### src/rtl/sar_guess_ctrl_pkg.sv
// Shared types and encodings for the binary-search guess controller.
package sar_guess_ctrl_pkg;

  localparam int DEF_WIDTH = 4;
  localparam int DEF_STEPW = 3;

  typedef enum logic [1:0] {
    IDLE  = 2'd0,
    PROBE = 2'd1,
    DONE  = 2'd2,
    ERR   = 2'd3
  } state_t;

  // Decoded comparator answer, one-hot {lt, gt, eq}
  localparam logic [2:0] ANS_NONE = 3'b000;
  localparam logic [2:0] ANS_LT   = 3'b100;
  localparam logic [2:0] ANS_GT   = 3'b010;
  localparam logic [2:0] ANS_EQ   = 3'b001;

  function automatic logic is_onehot3(input logic [2:0] a);
    return (a == ANS_LT) || (a == ANS_GT) || (a == ANS_EQ);
  endfunction

endpackage

### src/rtl/sar_bound_update.sv
// Next-bound and next-guess computation for one accepted lt/gt answer,
// plus detection of answers that leave an empty search interval.
module sar_bound_update
  import sar_guess_ctrl_pkg::*;
#(
  parameter int WIDTH = DEF_WIDTH
) (
  input  logic [WIDTH-1:0] lo_i,
  input  logic [WIDTH-1:0] hi_i,
  input  logic [WIDTH-1:0] guess_i,
  input  logic [2:0]       ans_i,
  output logic [WIDTH-1:0] lo_o,
  output logic [WIDTH-1:0] hi_o,
  output logic [WIDTH-1:0] guess_o,
  output logic             incons_o
);

  localparam logic [WIDTH-1:0] MAXV  = '1;
  localparam logic [WIDTH:0]   ONE_W = (WIDTH+1)'(1);

  logic [WIDTH:0] lo_w;
  logic [WIDTH:0] hi_w;
  logic [WIDTH:0] sum_w;

  always_comb begin
    lo_w     = {1'b0, lo_i};
    hi_w     = {1'b0, hi_i};
    incons_o = 1'b0;
    if (ans_i == ANS_LT) begin
      lo_w     = {1'b0, guess_i} + ONE_W;
      incons_o = (guess_i == MAXV);
    end else if (ans_i == ANS_GT) begin
      // guess=0 wraps hi to all-ones, so the empty range is flagged explicitly
      hi_w     = {1'b0, guess_i} - ONE_W;
      incons_o = (guess_i == '0);
    end
    if (lo_w > hi_w) incons_o = 1'b1;
    sum_w   = lo_w + hi_w;
    lo_o    = lo_w[WIDTH-1:0];
    hi_o    = hi_w[WIDTH-1:0];
    guess_o = WIDTH'(sum_w >> 1);
  end

endmodule

### src/rtl/sar_guess_ctrl.sv
// Binary-search controller driving a magnitude comparator.
// Optional macro SAR_ONEHOT_CHECK_EN: non-one-hot comparator answers go to ERR.
//
// state | meaning
// IDLE  | after reset, waiting for start
// PROBE | guess presented, waiting for a comparator answer
// DONE  | eq received, found/steps valid until next start
// ERR   | answers were inconsistent (or malformed), waiting for start
module sar_guess_ctrl
  import sar_guess_ctrl_pkg::*;
#(
  parameter int WIDTH = DEF_WIDTH,
  parameter int STEPW = DEF_STEPW
) (
  input  logic             clk,
  input  logic             rst_n,
  input  logic             start,
  output logic [WIDTH-1:0] guess,
  output logic             guess_valid,
  input  logic             cmp_valid,
  input  logic             cmp_lt,
  input  logic             cmp_gt,
  input  logic             cmp_eq,
  output logic             done,
  output logic [WIDTH-1:0] found,
  output logic [STEPW-1:0] steps,
  output logic             err
);

  localparam logic [WIDTH-1:0] MAXV       = '1;
  localparam logic [WIDTH-1:0] INIT_GUESS = MAXV >> 1;
  localparam logic [STEPW-1:0] STEP_ONE   = STEPW'(1);
  localparam logic [STEPW-1:0] STEP_MAX   = '1;

  logic [1:0] rst_sync_q;
  logic       rst_int_n;

  always_ff @(posedge clk or negedge rst_n) begin
    if (!rst_n) rst_sync_q <= 2'b00;
    else        rst_sync_q <= {rst_sync_q[0], 1'b1};
  end
  assign rst_int_n = rst_sync_q[1];

  state_t           state_q;
  logic [WIDTH-1:0] lo_q, hi_q, guess_q, found_q;
  logic [STEPW-1:0] steps_q;
  logic             gv_q, done_q, err_q;

  logic [2:0]       ans_raw;
  logic [2:0]       ans_d;
  logic             take_d;
  logic             bad_d;
  logic [STEPW-1:0] steps_d;
  logic [WIDTH-1:0] lo_d, hi_d, guess_d;
  logic             incons_d;

  assign ans_raw = {cmp_lt, cmp_gt, cmp_eq};

  always_comb begin
    ans_d  = ANS_NONE;
    take_d = 1'b0;
    bad_d  = 1'b0;
`ifdef SAR_ONEHOT_CHECK_EN
    if (cmp_valid) begin
      take_d = 1'b1;
      if (is_onehot3(ans_raw)) ans_d = ans_raw;
      else                     bad_d = 1'b1;
    end
`else
    if (cmp_valid && ans_raw != ANS_NONE) begin
      take_d = 1'b1;
      if (cmp_eq)      ans_d = ANS_EQ;
      else if (cmp_lt) ans_d = ANS_LT;
      else             ans_d = ANS_GT;
    end
`endif
  end

  assign steps_d = (steps_q == STEP_MAX) ? steps_q : steps_q + STEP_ONE;

  sar_bound_update #(.WIDTH(WIDTH)) u_bound (
    .lo_i     (lo_q),
    .hi_i     (hi_q),
    .guess_i  (guess_q),
    .ans_i    (ans_d),
    .lo_o     (lo_d),
    .hi_o     (hi_d),
    .guess_o  (guess_d),
    .incons_o (incons_d)
  );

  always_ff @(posedge clk or negedge rst_int_n) begin
    if (!rst_int_n) begin
      state_q <= IDLE;
      lo_q    <= '0;
      hi_q    <= MAXV;
      guess_q <= '0;
      steps_q <= '0;
      found_q <= '0;
      gv_q    <= 1'b0;
      done_q  <= 1'b0;
      err_q   <= 1'b0;
    end else begin
      case (state_q)
        PROBE: begin
          if (take_d) begin
            steps_q <= steps_d;
            if (bad_d) begin
              state_q <= ERR;
              gv_q    <= 1'b0;
              err_q   <= 1'b1;
            end else if (ans_d == ANS_EQ) begin
              state_q <= DONE;
              found_q <= guess_q;
              gv_q    <= 1'b0;
              done_q  <= 1'b1;
            end else if (incons_d) begin
              state_q <= ERR;
              gv_q    <= 1'b0;
              err_q   <= 1'b1;
            end else begin
              lo_q    <= lo_d;
              hi_q    <= hi_d;
              guess_q <= guess_d;
            end
          end
        end
        default: begin
          if (start) begin
            state_q <= PROBE;
            lo_q    <= '0;
            hi_q    <= MAXV;
            guess_q <= INIT_GUESS;
            steps_q <= '0;
            gv_q    <= 1'b1;
            done_q  <= 1'b0;
            err_q   <= 1'b0;
          end
        end
      endcase
    end
  end

  assign guess       = guess_q;
  assign guess_valid = gv_q;
  assign done        = done_q;
  assign found       = found_q;
  assign steps       = steps_q;
  assign err         = err_q;

endmodule

### config.mk
export PLATFORM = sky130hd
export DESIGN_NAME = sar_guess_ctrl
export DESIGN_NICKNAME = d
export VERILOG_FILES = /design/src/rtl/sar_guess_ctrl_pkg.sv /design/src/rtl/sar_bound_update.sv /design/src/rtl/sar_guess_ctrl.sv
export SDC_FILE = /design/constraint.sdc
export NUM_CORES = 1
export LEC_CHECK = 0
export ABC_AREA = 1
export BUFFER_PORTS_ARGS = -buffer_cell sky130_fd_sc_hd__buf_2
export CAP_MARGIN = 20
export CORE_MARGIN = 2
export CORE_UTILIZATION = 60
export CTS_CLUSTER_DIAMETER = 120
export DETAILED_ROUTE_END_ITERATION = 8
export PLACE_DENSITY = 0.82
export SLEW_MARGIN = 5
export SYNTH_ARGS = -nofsm -noshare
export SYNTH_HDL_FRONTEND = slang
export SYNTH_SLANG_ARGS = --single-unit
### constraint.sdc
create_clock -name clk -period 1.8 [get_ports clk]
set_input_delay 0.18 -clock clk [delete_from_list [all_inputs] [get_ports clk]]
set_output_delay 0.18 -clock clk [all_outputs]
set_load 0.005 [all_outputs]
# Word level (Yosys, flattened, before mapping)
# Index checks and enable logic that the tools add are counted.
# totals
ff_bits	26
in_bits	7
elab_cells	85
# op_classes
add_sub_neg	4
order_cmp	1
eq_ne	13
mux	47
reduce_logical	10
# op_table
cell	n
$mux 4	15
$mux 3	7
$mux 1	17
$mux 5	3
$ne 2x2->1 const B	6
$reduce_and 3->1	4
$mux 2	5
$reduce_and 4->1	2
$eq 3x3->1 const B	2
$add 4x1->5 const B	1
$add 5x5->5	1
$gt 5x5->1	1
$sub 4x1->5 const B	1
$eq 4x4->1 const B	1
$logic_not 4->1	1
$add 3x1->3 const B	1
$eq 3x1->1 const B	1
$eq 3x2->1 const B	1
$ne 3x3->1 const B	1
$reduce_bool 3->1	1
$eq 2x1->1 const B	1
$reduce_bool 2->1	1
$logic_and 1x1->1	1

# Logic depth before layout (Yosys ltp)
# depth
ltp_word	12
depth_mapped	18
depth_no_buf	17

# Hierarchy
# A second synthesis with hierarchy kept.
# unflattened
cells_unflattened	235
area_unflattened_um2	1765.4
# modules_own_cells
module	n_inst	cells_each	area_each_um2	seq_area_each_um2
sar_guess_ctrl	1	151	1268.7	655.6
sar_bound_update	1	84	496.7	0.0

# Worst setup path before layout
# No wires, ideal clock.
# synth_timing
path_type	register -> register
startpoint	register guess_q[0] (netlist: guess[0])
endpoint	register guess_q[3] (netlist: guess[3])
arrival_time_ns	2.190
required_time_ns	1.682
slack_ns	-0.508
path_stages_with_launch	13
n_path_buf	0
cell_sequence	dfrtp_1 inv_1 ha_1 inv_1 o21ai_0 inv_1 fa_1 o21ai_0 a21oi_1 xnor2_1 nor2_1 nand2_1 nand2_1
# synth_via
elab_chain_cells	8
# synth_rtl
element	line_no	text
start, declared	sar_guess_ctrl.sv:45	logic [WIDTH-1:0] lo_q, hi_q, guess_q, found_q;
start signal, assigned	sar_guess_ctrl.sv:124	guess_q <= guess_d;
$sub 4x1->5	sar_bound_update.sv:34	hi_w = {1'b0, guess_i} - ONE_W;
$mux 5	sar_bound_update.sv:32	end else if (ans_i == ANS_GT) begin
$mux 5	sar_bound_update.sv:29	if (ans_i == ANS_LT) begin
$add 5x5->5	sar_bound_update.sv:38	sum_w = lo_w + hi_w;
$mux 4	sar_guess_ctrl.sv:117	end else if (incons_d) begin
$mux 4	sar_guess_ctrl.sv:112	end else if (ans_d == ANS_EQ) begin
$mux 4	sar_guess_ctrl.sv:106	if (take_d) begin
$mux 4	sar_guess_ctrl.sv:104	case (state_q)
# Parallel ways exist; a longest one is shown, timed or not. The select of a mux whose other input is x is not followed.
# A chain may end at the register's enable or synchronous reset.

# Worst setup path after layout
# layout_timing
startpoint	register guess_q[1] (netlist: guess[1])
endpoint	register state_q[0]
# layout_via
elab_chain_cells	7
# layout_rtl
element	line_no	text
$sub 4x1->5	sar_bound_update.sv:34	
$mux 5	sar_bound_update.sv:32	
$mux 5	sar_bound_update.sv:29	
$gt 5x5->1	sar_bound_update.sv:37	if (lo_w > hi_w) incons_o = 1'b1;
$mux 1 *	sar_bound_update.sv:37	
$ne 3x3->1 (no line) *	-	
$reduce_and 3->1 (no line) *	-	
end signal, assigned	sar_guess_ctrl.sv:94	state_q <= IDLE;
end signal, assigned	sar_guess_ctrl.sv:109	state_q <= ERR;
end signal, assigned	sar_guess_ctrl.sv:113	state_q <= DONE;
end, declared	sar_guess_ctrl.sv:44	state_t state_q;
# Mark *: on every way between the ends. The rest lies on a longest branch, timed or not.

==> metrics.txt <==
top_reg_cell synth=dfrtp_1; share of cells above drive strength 1=44.5%; GP Congestion=0.903; row count=19; # DRC=0; flip-flop and latch count after synthesis=26; Post-Syn Area=0.00173 sq mm; TritonCTS Buffers=3; Final setup viols=20; dpl hpwl=3230 um; final worst path period share=140%; CTS tree=built; Ys Warns=0; ys async rst share=100%; Total GRT Usage=29.5%; Top Ports=21; Peak VDD IR=1.56 mV; final hold vios=0; RSZ-0062 raised after global routing=true; DR vias=2014; Antenna Violating Nets Remaining=0; FMAX=0.397 GHz; Worst-path clk slew=0.15 ns; Synth Net Count=243; maximum net fanout on the critical path=4; Nets=312; Worst Path Arrival=2.81 ns; H-Tree Depth=1; worst endpoint required time=2.09 ns; synth unique cells=28; Clock Skews=0.00232 ns; die height=57.6 um; Initial Utilization=63.2%; Root Buffer=clkbuf_4; First DRT Iteration DRCs=209; Avg Cell Area, Syn=7.78 sq um; pin count of the biggest net entering global routing=25; HP Class=in -> async; Cell Pwr Density=1780 mW/mm^2; outcome=complete, but fails checks; kind of critical path=reg -> reg; sequential share of the synthesized area=38.0%; die area=0.00332 sq mm; Final WS setup=-0.721 ns; Core Region=0.00273 sq mm; die width=57.6 um; final global-route overflow total=0; CP Launch Type=register; vias in the first global route=1721; first-pass GRT wire length=7470 um; clk buf depth=2; Pre-antenna DRT Iters=5; DRT Wirelength=6380 um; pre-CTS setup slack=-0.533 ns; # fillers=106; CP Capture Type=register; Pleak=1.31 nW; number of synthesized flops with an enable pin=0; Tmin final=2.52 ns; Final Max Slew Viols=0; P&R area growth vs syn=44.1%; Clock Latency Late Sink=0.34 ns; DR vias/cell=6.25; failing checks=setup timing; Syn Inst Count=222; antenna violations before repair=1; Port Buffers=20; post-layout util=91.0%; total of max-cap violations=0; drt wl/cell=19.8 um; clock sinks=26
-- cell usage in the layout, fill, tap and decap left out, drive strengths merged --
cell type | Yosys | routed
a21boi | 1 | 1
a21oi | 2 | 2
a32o | 2 | 2
buf | 3 | 68
bufinv | 0 | 1
clkbuf | 2 | 3
clkinv | 1 | 1
conb | 1 | 1
dfrtp | 22 | 22
dfstp | 4 | 4
diode | 0 | 1
dlygate4sd3 | 0 | 1
fa | 1 | 1
ha | 13 | 13
inv | 32 | 32
nand2 | 65 | 65
nand3 | 23 | 23
nand3b | 3 | 3
nand4 | 2 | 2
nor2 | 23 | 23
o21ai | 16 | 16
or2 | 2 | 2
xnor2 | 2 | 2
xor2 | 2 | 2
-- Yosys cell counts (2+ instances only) --
cell type,count,area (sq um)
a21oi_1,2,10.0
a32o_1,2,20.0
buf_6,2,22.5
clkbuf_1,2,7.51
dfrtp_1,22,551
dfstp_2,4,105
ha_1,13,163
inv_1,32,120
nand2_1,63,236
nand2_2,2,12.5
nand3_1,21,105
nand3_4,2,35.0
nand3b_1,2,15.0
nor2_1,17,63.8
nor2_2,5,31.3
o21ai_0,16,80.1
or2_2,2,12.5
xnor2_1,2,17.5
xor2_1,2,17.5
-- through the flow --
stage          TNS (ns)  hold WS, ns  power (mW)  cells  instance area (sq um)
6_report         -10.89        0.159        4.43    322                   2490
5_1_grt          -12.83        0.138        4.63    322                   2490
4_1_cts           -7.13        0.170        3.65    316                   2310
3_5_place_dp      -8.17      -0.0304        3.04    303                   2140
3_3_place_gp      -7.01      -0.0344        2.97    303                   2140
2_1_floorplan     -4.28       -0.116        2.28    222                   1770
-- cell families (layout without fill, tap and decap cells) --
| logic type | after synthesis | in the layout | share of synthesized area (%) |
|---|---|---|---|
| DFF | 26 | 26 | 38.0 |
| other | 1 | 2 | 0.217 |
| xor gates and xnor gates | 4 | 4 | 2.03 |
| and+or+nand+nor | 118 | 118 | 33.0 |
| adders and majority gates | 14 | 14 | 10.6 |
| buffers and inverters | 38 | 106 | 9.35 |
| AOI/OAI and AO/OA | 21 | 21 | 6.81 |
-- path summary, 6_finish.rpt --
path | slack (ns) | startpoint | endpoint | depth (start not counted)
setup / recovery | -0.72 | guess[1] | state_q[0] | 17
hold / removal | 0.16 | rst_n | rst_sync_q[1] | 2
setup reg to reg | -0.72 | guess[1] | state_q[0] | 17
hold reg to reg | 0.24 | rst_sync_q[1] | done | 1
max in group asynchronous | 1.28 | rst_sync_q[1] | hi_q[1] | 1
min in group clk | 0.37 | cmp_valid | steps[0] | 5
-- sequential cells by signal (all words and copies together), names as in the netlist --
name / flops
found: 4
guess: 4
hi_q: 4
lo_q: 4
steps: 3
rst_sync_q: 2
state_q: 2
done: 1
err: 1
guess_valid: 1
-- worst max-delay path: stages, from the launching register on --
cell and delay [ns]:
dfrtp_1 0.45, buf_6 0.13, inv_4 0.04, ha_4 0.16, xnor2_2 0.14, o21ai_2 0.24, inv_2 0.06, ha_1 0.19
inv_1 0.09, nand2_1 0.08, nand2_1 0.08, nand3_2 0.10, nand3_4 0.11, buf_6 0.12, nand4_1 0.12, nand2_1 0.16
nand2_1 0.09, nand2_1 0.08
-- final cells by class --
class / instances / area, sq um / area share [%]
antenna: 1 / 2.50 / 0.101
timing repair buffer: 69 / 498 / 20.0
sequential: 26 / 657 / 26.4
inverter: 33 / 131 / 5.28
multi-input combinational: 158 / 1110 / 44.5
clock inverter: 1 / 30.0 / 1.21
tap: 31 / 38.8 / 1.56
clock buffer: 3 / 22.5 / 0.905
-- routing by layer --
layer  up-vias  GRT usage, %  routed length [um]
li1        832             -                   -
met1       922          34.0                2120
met4         0          14.6                 573
met5         -             0                   0
met2       196          53.6                3010
met3        64          3.79                 662
-- power by group --
part	internal (mW)	switching, mW
Sequential	0.841	0.182
Combinational	1.29	1.70
Clock	0.226	0.191
Total	2.35	2.08
-- repair_timing --
item | 4_1_cts | 5_1_grt
endpoints found under the hold margin | 2 | 0
hold buffers | 1 | 0
pin swaps | 3 | 13
setup endpoints to repair | 16 | 16
gates resized for setup | 11 | 35
buffers inserted | 8 | 5
(Power assumes the default switching activity.)
